`config.mk`:
```
export PLATFORM = sky130hd
export DESIGN_NAME = imem_fetch_ctrl
export DESIGN_NICKNAME = d
export VERILOG_FILES = /design/src/rtl/imem_fetch_ctrl_pkg.sv /design/src/rtl/imem_fetch_ctrl_ram.sv /design/src/rtl/imem_fetch_ctrl.sv
export SDC_FILE = /design/constraint.sdc
export NUM_CORES = 2
export LEC_CHECK = 0
export ABC_CLOCK_PERIOD_IN_PS = 16900
export CORE_MARGIN = 3
export CORE_UTILIZATION = 45
export DETAILED_ROUTE_END_ITERATION = 8
export PLACE_DENSITY_LB_ADDON = 0.25
export SLEW_MARGIN = 20
export SYNTH_ARGS = -nofsm -noshare
export SYNTH_HDL_FRONTEND = slang
export SYNTH_SLANG_ARGS = --single-unit
```
`constraint.sdc`:
```
create_clock -name clk -period 16.9 [get_ports clk]
set_clock_uncertainty 0.1 [all_clocks]
set_input_delay 3.38 -clock clk [delete_from_list [all_inputs] [get_ports clk]]
set_output_delay 3.38 -clock clk [all_outputs]
set_load 0.1 [all_outputs]
```
`src/rtl/imem_fetch_ctrl_pkg.sv`:
```
// Shared types and helpers for the instruction memory fetch controller.
package riscv_imem_pkg;

  // Fill value and fault-response value: addi x0,x0,0
  localparam logic [31:0] NOP_WORD = 32'h00000013;

  // INIT runs the hardware NOP-fill; RUN is normal operation
  typedef enum logic {
    INIT = 1'b0,
    RUN  = 1'b1
  } state_t;

  // Returns {misaligned, out_of_range} for a zero-extended byte address.
  // Any address bit above the word index field marks the access out of range.
  function automatic logic [1:0] addr_check(input logic [63:0] addr, input int idx_w);
    logic misaligned;
    logic out_of_range;
    misaligned   = (addr[1:0] != 2'b00);
    out_of_range = ((addr >> (idx_w + 2)) != 64'd0);
    return {misaligned, out_of_range};
  endfunction

endpackage

```
`src/rtl/imem_fetch_ctrl_ram.sv`:
```
// DEPTH x XLEN instruction storage: one synchronous write port and one
// registered read port with read enable (maps onto a block RAM).
module imem_ram #(
  parameter int XLEN  = 32,
  parameter int DEPTH = 64,
  parameter int IDX_W = $clog2(DEPTH)
) (
  input  logic             clk,
  input  logic             we,
  input  logic [IDX_W-1:0] waddr,
  input  logic [XLEN-1:0]  wdata,
  input  logic             re,
  input  logic [IDX_W-1:0] raddr,
  output logic [XLEN-1:0]  rdata
);

  logic [XLEN-1:0] mem [DEPTH];

  // Write port: one word per cycle when enabled
  always_ff @(posedge clk) begin
    if (we) begin
      mem[waddr] <= wdata;
    end
  end

  // Read port: output register only updates on an enabled read, so it
  // holds its value while the consumer stalls
  always_ff @(posedge clk) begin
    if (re) begin
      rdata <= mem[raddr];
    end
  end

endmodule

```
`src/rtl/imem_fetch_ctrl.sv`:
```
// Instruction memory with program-load port, fetch port, NOP-fill after
// reset, registered reads with backpressure and address fault reporting.
module imem_fetch_ctrl #(
  parameter int              XLEN     = 32,
  parameter int              DEPTH    = 64,
  parameter int              ADDR_W   = 32,
  parameter logic [XLEN-1:0] NOP_WORD = XLEN'(riscv_imem_pkg::NOP_WORD)
) (
  input  logic              clk,
  input  logic              rst,
  input  logic              load_en,
  input  logic [ADDR_W-1:0] load_addr,
  input  logic [XLEN-1:0]   load_data,
  output logic              load_ready,
  output logic              load_err,
  input  logic              fetch_req,
  input  logic [ADDR_W-1:0] fetch_addr,
  output logic              fetch_ready,
  output logic              rsp_valid,
  output logic [XLEN-1:0]   rsp_instr,
  output logic              rsp_fault,
  input  logic              rsp_ready,
  output logic              busy
);

  import riscv_imem_pkg::*;

  localparam int IDX_W = $clog2(DEPTH);
  localparam logic [IDX_W-1:0] LAST_IDX = IDX_W'(DEPTH - 1);

  state_t           state_reg;
  logic [IDX_W-1:0] init_cnt_reg;
  logic             rsp_valid_reg;
  logic             rsp_fault_reg;
  logic             rsp_from_ram_reg;
  logic             load_err_reg;

  logic [1:0]       load_chk;
  logic [1:0]       fetch_chk;
  logic             load_bad;
  logic             fetch_bad;
  logic             load_fire;
  logic             fetch_fire;

  logic             ram_we;
  logic [IDX_W-1:0] ram_waddr;
  logic [XLEN-1:0]  ram_wdata;
  logic             ram_re;
  logic [IDX_W-1:0] ram_raddr;
  logic [XLEN-1:0]  ram_rdata;

  assign load_chk  = addr_check(64'(load_addr), IDX_W);
  assign fetch_chk = addr_check(64'(fetch_addr), IDX_W);
  assign load_bad  = |load_chk;
  assign fetch_bad = |fetch_chk;

  // Loads always win the arbitration; a fetch waits while load_en is high
  assign busy        = (state_reg == INIT);
  assign load_ready  = (state_reg == RUN);
  assign fetch_ready = (state_reg == RUN) && !load_en && (!rsp_valid_reg || rsp_ready);
  assign load_fire   = load_en && load_ready;
  assign fetch_fire  = fetch_req && fetch_ready;

  // Write-port mux: fill counter during INIT, loader during RUN
  always_comb begin
    ram_we    = 1'b0;
    ram_waddr = init_cnt_reg;
    ram_wdata = NOP_WORD;
    if (!rst) begin
      if (state_reg == INIT) begin
        ram_we = 1'b1;
      end else if (load_fire && !load_bad) begin
        ram_we    = 1'b1;
        ram_waddr = load_addr[IDX_W+1:2];
        ram_wdata = load_data;
      end
    end
  end

  // Faulting fetches never touch the memory
  assign ram_re    = fetch_fire && !fetch_bad && !rst;
  assign ram_raddr = fetch_addr[IDX_W+1:2];

  imem_ram #(
    .XLEN  (XLEN),
    .DEPTH (DEPTH),
    .IDX_W (IDX_W)
  ) u_ram (
    .clk   (clk),
    .we    (ram_we),
    .waddr (ram_waddr),
    .wdata (ram_wdata),
    .re    (ram_re),
    .raddr (ram_raddr),
    .rdata (ram_rdata)
  );

  // FSM, fill counter, load error pulse and response register
  always_ff @(posedge clk) begin
    if (rst) begin
      state_reg        <= INIT;
      init_cnt_reg     <= '0;
      rsp_valid_reg    <= 1'b0;
      rsp_fault_reg    <= 1'b0;
      rsp_from_ram_reg <= 1'b0;
      load_err_reg     <= 1'b0;
    end else begin
      load_err_reg <= load_fire && load_bad;

      case (state_reg)
        INIT: begin
          init_cnt_reg <= init_cnt_reg + IDX_W'(1);
          if (init_cnt_reg == LAST_IDX) begin
            state_reg <= RUN;
          end
        end
        RUN: begin
          state_reg <= RUN;
        end
        default: begin
          state_reg <= INIT;
        end
      endcase

      // A new fetch replaces a consumed response with no bubble; otherwise
      // a consumed response simply retires and a stalled one holds
      if (fetch_fire) begin
        rsp_valid_reg    <= 1'b1;
        rsp_fault_reg    <= fetch_bad;
        rsp_from_ram_reg <= !fetch_bad;
      end else if (rsp_ready) begin
        rsp_valid_reg <= 1'b0;
      end
    end
  end

  // Faults and the post-reset state present the NOP word instead of RAM data
  assign rsp_valid = rsp_valid_reg;
  assign rsp_fault = rsp_fault_reg;
  assign rsp_instr = rsp_from_ram_reg ? ram_rdata : NOP_WORD;
  assign load_err  = load_err_reg;

endmodule
```
==> After elaboration in Yosys (flattened, before gate mapping) <==
Memory sizes are Yosys's and may differ from the RTL's. A register that Yosys moved wholly into a read port is not among the register bits.
Index checks and enable logic that the tools add are counted.
{ "totals": {"ff_bits": 11, "ram_bits": 2048, "inputBits": 101, "out_inout_bits": 38, "elab_cells": 47, "memories": 1} }
{ "op_classes": {"add_sub_neg": 1, "eq_ne": 1, "n_mux": 16, "bitwise_logic": 1, "n_reduce_logical": 21} }
{ "memory_table": {"columns": ["memory", "depth", "word_bits", "rd", "rd_clocked_by_memory_dff", "wr", "line_no", "source"], "rows": [
  ["u_ram.mem", 64, 32, 1, 1, 1, "imem_fetch_ctrl_ram.sv:17", "logic [XLEN-1:0] mem [DEPTH];"]
]} }
{ "ops": {"columns": ["op", "count"], "rows": [
  ["2-to-1 mux 32 bit", 4],
  ["nonzero test 64 bit", 2],
  ["2-to-1 mux 6 bit", 3],
  ["logical AND 1 bit", 8],
  ["2-to-1 mux 1 bit", 8],
  ["adder 6 x 1 -> 6 bit, second input constant", 1],
  ["== test 6 bit, second input constant", 1],
  ["nonzero test 2 bit", 3],
  ["zero test 1 bit", 5],
  ["OR reduction 2 bit", 2],
  ["case mux 1 bit (2 select lines)", 1],
  ["logical OR 1 bit", 1],
  ["inverter 1 bit", 1]
]} }

==> Longest topological paths before layout <==
{ "depth": {"word_depth": 9, "mapped_depth": 12, "depth_no_buf": 5} }

==> By module <==
Synthesis repeated with hierarchy kept, for this count alone.
{ "unflattened": {"cells_unflattened": 3470, "area_unflattened_um2": 79932.9} }
{ "modules_own_cells": {"columns": ["mod", "n_inst", "cells_per_inst", "area_per_inst_um2", "seq_area_each_um2"], "rows": [
  ["imem_ram", 1, 3324, 78835.6, 62459.9],
  ["imem_fetch_ctrl", 1, 146, 1097.3, 220.2]
]} }

==> Worst setup path after synthesis <==
Ideal clock, no wire load.
{ "synth_timing": {"kind": "input to output", "start": "in rsp_ready", "end": "out fetch_ready", "arrival_time_ps": 5764, "required_ps": 13420, "slack_ps": 7656, "cell_stages": 2, "n_path_buf": 0, "path_cell_list": "nand2b_1 > nor3b_1"} }
{ "synth_between": {"elab_chain_len": 2} }
{ "synth_lines": {"columns": ["item", "line_no", "source"], "rows": [
  ["start: declaration", "imem_fetch_ctrl.sv:22", "input logic rsp_ready,"],
  ["logical OR 1 bit", "imem_fetch_ctrl.sv:60", "assign fetch_ready = (state_reg == RUN) && !load_en && (!rsp_valid_reg || rsp_ready);"],
  ["logical AND 1 bit", "imem_fetch_ctrl.sv:60", null],
  ["end: declaration", "imem_fetch_ctrl.sv:18", "output logic fetch_ready,"]
]} }
Every way passes these cells.

==> Worst setup path after layout <==
Ends and elaborated chain as after synthesis.

==> metrics.md <==
| Metric | Value |
|---|---|
| #FFs+latches synth | 2,091 |
| HP Class | reg2reg |
| Row count | 155 |
| Routed WL per cell | between 30 and 40 um |
| Number of buffers added on ports | approximately 140 |
| First-pass GRT wire length | between 200 and 300 mm |
| First DRT Iteration DRCs | approximately 4,900 |
| Post-Layout Cell Count | 6,406 |
| R2R Path End | u_ram.mem[19][4]$_DFFE_PP_ |
| Fin nets | between 3,000 and 4,000 |
| Multi-input logic area | ~18,000 um^2 |
| Synth area leader | edfxtp_1 |
| Root Driver | clkbuf_16 |
| Avg Cell Area, Syn | around 22 um^2 |
| FMAX | approximately 110 MHz |
| Post-Synthesis Cells | about 3,600 |
| Final min period | between 8000 and 9000 ps |
| Max_slew headroom | around a quarter |
| Setup tns final | 0 ps |
| Max-cap violations | 0 |
| Cell variety after synth | 56 |
| CP delay by family, top | buffers and inverters |
| Pwr Density | between 100 and 150 nW/um^2 |
| PostCTS Resize Cnt | 0 |
| Hold_ws | 405 ps |
| CTS tree | built |
| Via density | between 6 and 7 |
| Largest net degree at the start of global routing | 111 |
| Max VDD drop | ~0.094 mV |
| Slew Limit Fails | 0 |
| Worst r2r path cells | 6 |
| GP Congestion | roughly 0.79 |
| Top cells by area, synth | edfxtp_1, mux4_2, mux2i_1 |
| Initial antenna violation count | 10 |
| Buffer and inverter count on the worst path | 2 |
| Reg clk slew, reported paths | ~60 ps |
| DIE AREA | approximately 190,000 um^2 |
| Worst stage delay on the critical path | roughly 1200 ps |
| Unrepaired setup endpoints after global routing | false |
| HPWL Detailed | approximately 100 mm |
| Crit path max fanout | 2 |
| Post-route ant nets | 0 |
| Die X | 430 um |
| Via count | 38,635 |
| Total CTS buffers | about 200 |
| Core area | roughly 180,000 um^2 |
| Cell Chain, Critical Path | clkdlybuf4s50_1 -> nand2b_1 -> nor3b_1 -> clkdlybuf4s50_1 |
| Top-area cell type share of the netlist area | around 77% |
| Worst r2r src | load_ready$_SDFF_PP0_ |
| Longest Clk Path Bufs | 3 |
| Max reg flops | approximately 2,000 |
| Fin. Hold Viols | 0 |
| Tot Pwr | 10.3 mW |
| H-tree levels | 4 |
| Startpoint Class | primary input |
| Starting density of the core | between 40% and 50% |
| CP most frequent cell | clkdlybuf4s50_1 |
| Most common cell after layout, fill and taps aside | edfxtp_1 |
| Final period util | between 50% and 60% |
| Critical Path Source | rsp_ready |
| Filler instances | 13,818 |
| Total grt overflow | 0 |
| Syn_nets | 3,740 |
| Post-synthesis sequential area ratio | 77.4% |
| Synth async-reset ratio | 0% |
| DR pass1 iterations | 5 |
| # DRC | 0 |
| EDFF count, synth | 2,080 |
| CP Data Required Time | 13,420 ps |
| Share of layout cells above drive strength 1 | between 20% and 30% |
| Reg2reg setup slack | between 10,000 and 15,000 ps |
| YS warnings | 0 |
| Crit Path Category | in2out |
| Syn Std Cell Area | 80,900 um^2 |
| Commonest non-fill, non-tap cells in the layout | edfxtp_1, mux4_2, mux2i_1 |
| Area delta synth->final | 13.6% |
| Routed WL | 200 mm |
| Top_reg_cell synth | edfxtp_1 |
| Io pins | approximately 140 |
| Slowest cell on crit path | clkdlybuf4s50_1 |
| Status | finished clean |
| Number of global-route vias before repair | roughly 40,000 |
| Final core utilization | 51.5% |
| Gr usage total | a little over a fifth |
| CP Capture Type | primary output |
| Cell Count Post-Placement | 6,028 |
| Clock sink count | around 2,100 |
| Die height | ~430 um |
| Post-CTS Setup Bufs | 0 |
| # hold bufs at CTS | 0 |
| Critical Path AT | about 5400 ps |
| Worst setup endpoint | fetch_ready |
| Worst slew pin tran | between 1000 and 1500 ps |
| Clock latency on the worst-skew pair | 820 ps |
| Levels on crit path | 4 |
| Setup Viol. Count Final | 0 |
| FF/Latch Area | between 60,000 and 70,000 um^2 |
| Leak | 28.7 nW |
[power by group]
part / switching (mW) / total (mW) / leakage (nW) / internal (mW)
clock: 1.89 / 4.30 / 3.07 / 2.41
combinational: 0.196 / 0.338 / 6.44 / 0.142
sequential: 0.00514 / 5.64 / 19.2 / 5.64
[per-stage QoR]
stage / cell area (um^2) / setup WS [ps]
4_1_cts: 91900 / 7990
6_report: 92000 / 8000
2_1_floorplan: 80900 / 7660
3_3_place_gp: 85600 / 7930
3_5_place_dp: 85600 / 8000
5_1_grt: 92000 / 7900
[layout make-up]
type                       count  area share, %
inverter                       9         0.0394
multi-input combinational   1326           19.3
sequential                  2091           68.1
antenna                        3        0.00816
timing repair buffer         248           2.47
clock buffer                 261           5.88
tap                         2355           3.20
clock inverter               113          0.939
[metal layers]
metal	part of all wire [%]	GRT usage, %
met4	2.5	5.72
met3	7.0	3.71
met5	0.0065	0
met2	50	35.6
met1	41	30.2
[Yosys cell counts (5+ instances only)]
cell and count:
nor2b_1 31, mux2_2 20, a31oi_1 29, buf_4 33, a22oi_1 65, a22o_1 11
a221o_1 11, nor3_1 35, nand2b_1 14, nand2_1 28, buf_6 5, and2_1 62
nand3_1 7, mux2i_1 229, nor4_1 15, a21oi_1 15, nor2_1 71, o21ai_0 35
a32oi_1 5, buf_1 16, mux4_2 486, a211oi_1 48, and4_1 11, buf_2 61
o221ai_1 21, edfxtp_1 2080, o211ai_1 22, dfxtp_1 11, or3_1 17, inv_1 8
clkbuf_1 97
[worst min path at each step]
stage,cells past startpoint,endpoint,startpoint
2_1_floorplan,3,init_cnt_reg[3]$_SDFFE_PP0N_,init_cnt_reg[3]$_SDFFE_PP0N_
3_3_place_gp,2,rsp_valid$_SDFFE_PP0P_,rsp_valid$_SDFFE_PP0P_
3_5_place_dp,2,rsp_valid$_SDFFE_PP0P_,rsp_valid$_SDFFE_PP0P_
4_1_cts,2,rsp_valid$_SDFFE_PP0P_,rsp_valid$_SDFFE_PP0P_
5_1_grt,2,rsp_valid$_SDFFE_PP0P_,rsp_valid$_SDFFE_PP0P_
6_report,2,rsp_valid$_SDFFE_PP0P_,rsp_valid$_SDFFE_PP0P_
[worst register-to-register path, delay by kind of cell (launching register included)]
kind,cells,cell delay (ps)
AND/OR/NAND/NOR,3,1400
buffers and inverters,2,1220
flip-flops,1,600
AO/OA/AOI/OAI,1,390
[kinds of logic after synthesis]
group / synth area share (%)
adder cells (fa/ha/maj): 0.0155
XOR/XNOR: 0.0433
AO/OA/AOI/OAI: 2.50
AND/OR/NAND/NOR: 2.04
flip-flops: 77.4
multiplexers: 16.6
buffers and inverters: 1.32
Power figures use the tool's default switching activity.
